**config.mk**
```make
export PLATFORM = sky130hd
export DESIGN_NAME = banco_registradores
export DESIGN_NICKNAME = d
export VERILOG_FILES = /design/src/rtl/banco_registradores.sv
export SDC_FILE = /design/constraint.sdc
export NUM_CORES = 1
export LEC_CHECK = 0
export ABC_AREA = 1
export BUFFER_PORTS_ARGS = -buffer_cell sky130_fd_sc_hd__buf_2
export CORE_MARGIN = 5
export CORE_UTILIZATION = 35
export DETAILED_ROUTE_END_ITERATION = 10
export GPL_TIMING_DRIVEN = 0
export HOLD_SLACK_MARGIN = 0.05
export PLACE_DENSITY = 0.52
export SLEW_MARGIN = 40
export SYNTH_ARGS = -nofsm -noshare
export SYNTH_HDL_FRONTEND = slang
export SYNTH_SLANG_ARGS = --single-unit
```
**constraint.sdc**
```tcl
create_clock -name Clock -period 1.2 [get_ports Clock]
set_input_delay 0.24 -clock Clock [delete_from_list [all_inputs] [get_ports Clock]]
set_output_delay 0.24 -clock Clock [all_outputs]
set_load 0.005 [all_outputs]
```
**src/rtl/banco_registradores.sv**
```systemverilog
// Register file feeding the ALU operands, with write-back port and architectural zero flag.
// r0 reads as zero. Reads are combinational; writes and flag capture happen on the rising edge.
module banco_registradores #(
  parameter int LARGURA  = 8,
  parameter int NUM_REGS = 8,
  parameter int ENDERECO = 3
) (
  input  logic                Clock,
  input  logic                Reset,
  input  logic [ENDERECO-1:0] RegLeitura1,
  input  logic [ENDERECO-1:0] RegLeitura2,
  input  logic [ENDERECO-1:0] RegEscrita,
  input  logic [LARGURA-1:0]  DadoEscrita,
  input  logic                EscreveReg,
  input  logic                ZeroULA,
  input  logic                AtualizaFlag,
  output logic [LARGURA-1:0]  Dado1,
  output logic [LARGURA-1:0]  Dado2,
  output logic                FlagZero
);

  logic [LARGURA-1:0] regs_q [NUM_REGS];
  logic [LARGURA-1:0] regs_d [NUM_REGS];
  logic               flag_q;
  logic               flag_d;

  always_comb begin
    regs_d = regs_q;
    flag_d = flag_q;
    // r0 is never written, so its flop stays at the reset value of zero
    if (EscreveReg && (RegEscrita != '0)) begin
      regs_d[RegEscrita] = DadoEscrita;
    end
    if (AtualizaFlag) begin
      flag_d = ZeroULA;
    end
  end

  always_ff @(posedge Clock) begin
    if (Reset) begin
      regs_q <= '{default: '0};
      flag_q <= 1'b0;
    end else begin
      regs_q <= regs_d;
      flag_q <= flag_d;
    end
  end

  // Reads see stored state only: a same-cycle write is visible after the edge
  assign Dado1    = (RegLeitura1 == '0) ? '0 : regs_q[RegLeitura1];
  assign Dado2    = (RegLeitura2 == '0) ? '0 : regs_q[RegLeitura2];
  assign FlagZero = flag_q;

endmodule
```
# Word level (Yosys, flattened, before mapping)
# Index checks and enable logic that the tools add are counted.
word_totals:
  reg_bits: 65
  input_bits: 22
  output_inout_bits: 17
  wordCells: 32
op_classes:
  n_lt_le_gt_ge: 4
  n_mux: 11
  bitwise_logic: 3
  reduce_logical: 5
ops:
  columns: ["cell", "count"]
  rows:
  - ["$bwmux 64", 1]
  - ["$mux 8", 7]
  - ["$bmux 8 s3", 2]
  - ["$demux 8 s3", 1]
  - ["$ge 4x4->1 const B", 3]
  - ["$not 3->4", 3]
  - ["$logic_not 3->1", 2]
  - ["$lt 4x1->1 const B", 1]
  - ["$reduce_bool 3->1", 1]
  - ["$logic_and 1x1->1", 2]

# Depth between registers and ports, before layout
depth:
  word_depth: 6
  depth_mapped: 8
  depth_no_buf: 6

# Worst setup path before layout
# No wires, ideal clock.
synth_path:
  path_kind: "input port to output port"
  from: "in RegLeitura1[0]"
  to: "out Dado1[5]"
  t_arrival_ns: 0.923
  t_required_ns: 0.960
  path_slack_ns: 0.037
  cell_stages: 8
  path_buffers: 2
  path_cell_list: "buf_2 inv_2 buf_2 nand2_1 nand3_1 nand3_1 nand2_1 nor2_1"
synth_via:
  elab_chain_len: 5
  elab_cells_between_ends: 6
  cone_classes: "mux: 4; bitwise: 1; reduce/logical: 1"
synth_rtl:
  columns: ["element", "line", "rtl"]
  rows:
  - ["start: declaration", "10", "input logic [ENDERECO-1:0] RegLeitura1,"]
  - ["$not 3->4 (not written as such)", "50", "assign Dado1 = (RegLeitura1 == '0) ? '0 : regs_q[RegLeitura1];"]
  - ["$bmux 8 s3", "50", null]
  - ["$mux 8 (not written as such) (2 in series)", "50", null]
  - ["$mux 8 *", "50", null]
  - ["end: declaration", "17", "output logic [LARGURA-1:0] Dado1,"]
# Mark *: on every way between the ends. The rest lies on a longest branch, timed or not. The select of a mux whose other input is x is not followed.

# Worst setup path after layout
layout_path:
  from: "reg regs_q[55] in the netlist's numbering"
  to: "out Dado2[7]"
layout_via:
  elab_chain_len: 4
layout_rtl:
  columns: ["element", "line", "rtl"]
  rows:
  - ["start: declaration", "22", "logic [LARGURA-1:0] regs_q [NUM_REGS];"]
  - ["start signal: assignment", "44", "regs_q <= regs_d;"]
  - ["$bmux 8 s3", "51", "assign Dado2 = (RegLeitura2 == '0) ? '0 : regs_q[RegLeitura2];"]
  - ["$mux 8 (not written as such) (2 in series)", "51", null]
  - ["$mux 8", "51", null]
  - ["end: declaration", "18", "output logic [LARGURA-1:0] Dado2,"]
# No other way between the ends. The select of a mux whose other input is x is not followed.

==> metrics <==
status finished, violations left; failing checks setup timing; Residual DRC 0; post-DP HPWL between 9000 and 10000 um; Die Wd 114.3 um; worst rel slew slack 65.03%; final setup fails 16; CP required around 0.96 ns; ant diodes 0; syn_nets approximately 660; TritonRoute pass-1 iters 5; Die ar. 0.01307 mm^2; Tmin final between 1.5 and 2 ns; Setup WS post-layout -0.3275 ns; row count 38; Hold Path Stages 3; period utilisation layout 127.3%; Post-DRT Antenna Nets 0; Core Area 0.01075 mm^2; area occupied by registers between 0.001 and 0.0015 mm^2; LEAKAGE 2.272 nW; Boundary Pins 39; TritonCTS clock tree yes; worst-skew pair later-pin latency 0.35 ns; distinct cell type count after synthesis 20; FF-to-FF path depth 3; CTS Buffer Depth 2; area grow syn2layout 32.52%; initial antenna violation count 0; combined area of the multi-input logic cells around 0.0025 mm^2; R2R Path Start regs_q[33]$_SDFFE_PP0P_; r2r setup slk between 0.4 and 0.5 ns; Power Density between 1000 and 1500 mW/mm^2; Initial Util a little over a third; HP Start ZeroULA; CTS Buf Count 9; WL/cell about 16 um; post-synthesis async set-or-reset flop share 0%; first-pass GRT wire length a little over 20000 um; largest net degree at the start of global routing 12; Remaining Overflow, GRT 0; Die H ~110 um; top cells by area, synth dfxtp_1, nand2_1, nand3_1; DRT iter0 DRCs 246; Mapped Cells between 600 and 700; nets 719; endpoint type of the worst setup path output port; fin util 46.97%; Fillers roughly 1200; vias per cell 4.947; post-synthesis register bit count 65; Crit Reg-Reg Endpoint regs_q[33]$_SDFFE_PP0P_; worst IR drop on VDD 0.6661 mV; vias in the first global route roughly 3800; critical-path maximum fanout 2; Total GRT Usage between 20% and 30%; fin. max-slew vios 0; critical setup path kind reg2out; WHS Endpoint FlagZero$_SDFFE_PP0P_; Setup crit start kind flip-flop; post-synth top area cell dfxtp_1; share of layout cells above drive strength 1 50.71%; Port Buffers 31; Final Routed Wirelength between 10000 and 15000 um; worst min path class in2reg; root buffer cell clkbuf_8; GPL Wtd Cong around 0.92; post-synth top area share between 30 and 40%; RSZ-0062 raised after global routing true; number of synthesis warnings 0; H-tree depth 3; max-cap violation count 0; Setup crit start regs_q[55]$_SDFFE_PP0P_; slew of the pin with the lowest slew margin ~0.52 ns; clk sinks 65; CTS clock-pin slew for the worst setup and hold paths roughly 0.07 ns; top_reg_cell synth dfxtp_1; Synth Area per Inst a little under 6 um^2; Synth Cell Area 0.003809 mm^2; FMAX approximately 650 MHz; via count about 4200; post-synthesis sequential area ratio between 30% and 40%; Max Clock Skew 0 ns; Final Hold Vio Count 0; number of synthesized flops with an enable pin 0; Crit path arrival time 1.29 ns; Pwr Total around 5.4 mW
[synth_stat cells (4+ instances only)]
cell type / number
a21oi_1: 48
a21oi_2: 8
buf_2: 22
clkbuf_1: 5
clkinv_4: 5
dfxtp_1: 65
inv_1: 66
inv_2: 8
nand2_1: 275
nand2_4: 4
nand3_1: 80
nor2_1: 43
[registers in the layout (all words and copies together) (netlist names)]
name / cells
FlagZero: 1
regs_q: 64
[placed cells by master, fill, tap and decap left out]
| master | count |
|---|---|
| nand2_1 | 224 |
| inv_2 | 62 |
| dfxtp_2 | 58 |
| nand2_2 | 53 |
| nand3_2 | 48 |
| a21oi_1 | 48 |
| buf_2 | 45 |
| nand3_1 | 30 |
| nor2_2 | 21 |
| nor2_1 | 20 |
| buf_4 | 14 |
| inv_1 | 11 |
| clkbuf_8 | 11 |
| a21oi_2 | 8 |
| dfxtp_1 | 7 |
| nor2_4 | 6 |
| buf_6 | 5 |
| clkinv_4 | 5 |
| clkbuf_1 | 5 |
| clkbuf_4 | 4 |
| nand2_4 | 4 |
| nand3_4 | 3 |
| clkinv_2 | 3 |
| clkbuf_2 | 2 |
| bufinv_16 | 2 |
| inv_4 | 1 |
| mux2i_1 | 1 |
| clkinvlp_4 | 1 |
[worst max-delay path by stage]
stage | to
global placement | Dado2[7]
CTS | Dado2[1]
detailed placement | Dado2[7]
floorplan | Dado1[5]
finish | Dado2[7]
global route | Dado2[7]
[worst max-delay path: stages, from the launching register on]
cell and delay (ns):
dfxtp_2 0.34, inv_2 0.04, nand2_1 0.05, nand3_1 0.08
nand2_1 0.10, nor2_2 0.06, nor2_2 0.14, buf_2 0.13
[timing repair]
item                       in CTS  in global routing
setup endpoints to repair      16                 16
gates resized for setup       144                114
hold buffers                    0                  0
buffers inserted                3                 10
pin swaps                      53                 54
[layout make-up]
cell class	count	share of cell area, %
clock buffers	11	3.000
clock inverters	5	1.537
flip-flops and latches	65	27.22
plain buffers	31	3.818
well taps	140	3.471
inverters	80	6.520
multi-input cells	466	49.43
repair buffers	44	5.007
[cells by family after synthesis]
kind of cell           after synthesis  share of synthesized area [%]
flip-flops                          65                          34.17
AO/OA/AOI/OAI                       56                          8.147
buffers and inverters              111                          12.55
AND/OR/NAND/NOR                    409                          44.87
multiplexers                         1                         0.2628
[through the flow]
stage	hold slack [ns]	setup slack [ns]	instances	TNS (ns)	cell area [um^2]
finish	0.1239	-0.3275	842	-4.767	5047
global route	0.1253	-0.4097	842	-5.880	5047
CTS	0.1072	-0.3590	832	-5.092	4676
detailed placement	0.4475	-0.3664	813	-5.434	4139
global placement	0.4479	-0.3507	813	-5.237	4139
floorplan	0.3830	0.03692	642	0	3809
[report_power, final]
| part | switching (mW) | internal (mW) | total (mW) |
|---|---|---|---|
| combinational | 0.674 | 0.357 | 1.03 |
| sequential | 0.0272 | 2.20 | 2.23 |
| clock | 0.883 | 1.28 | 2.16 |
[metal layers]
| layer | part of all wire [%] | GRT usage [%] | vias to the layer above |
|---|---|---|---|
| met2 | 46 | 32.47 | 140 |
| met3 | 6.6 | 3.700 | 29 |
| met5 | 0 | 0 | - |
| li1 | - | - | 2085 |
| met4 | 3.2 | 8.789 | 0 |
| met1 | 45 | 26.69 | 1911 |
Power figures use the tool's default switching activity.
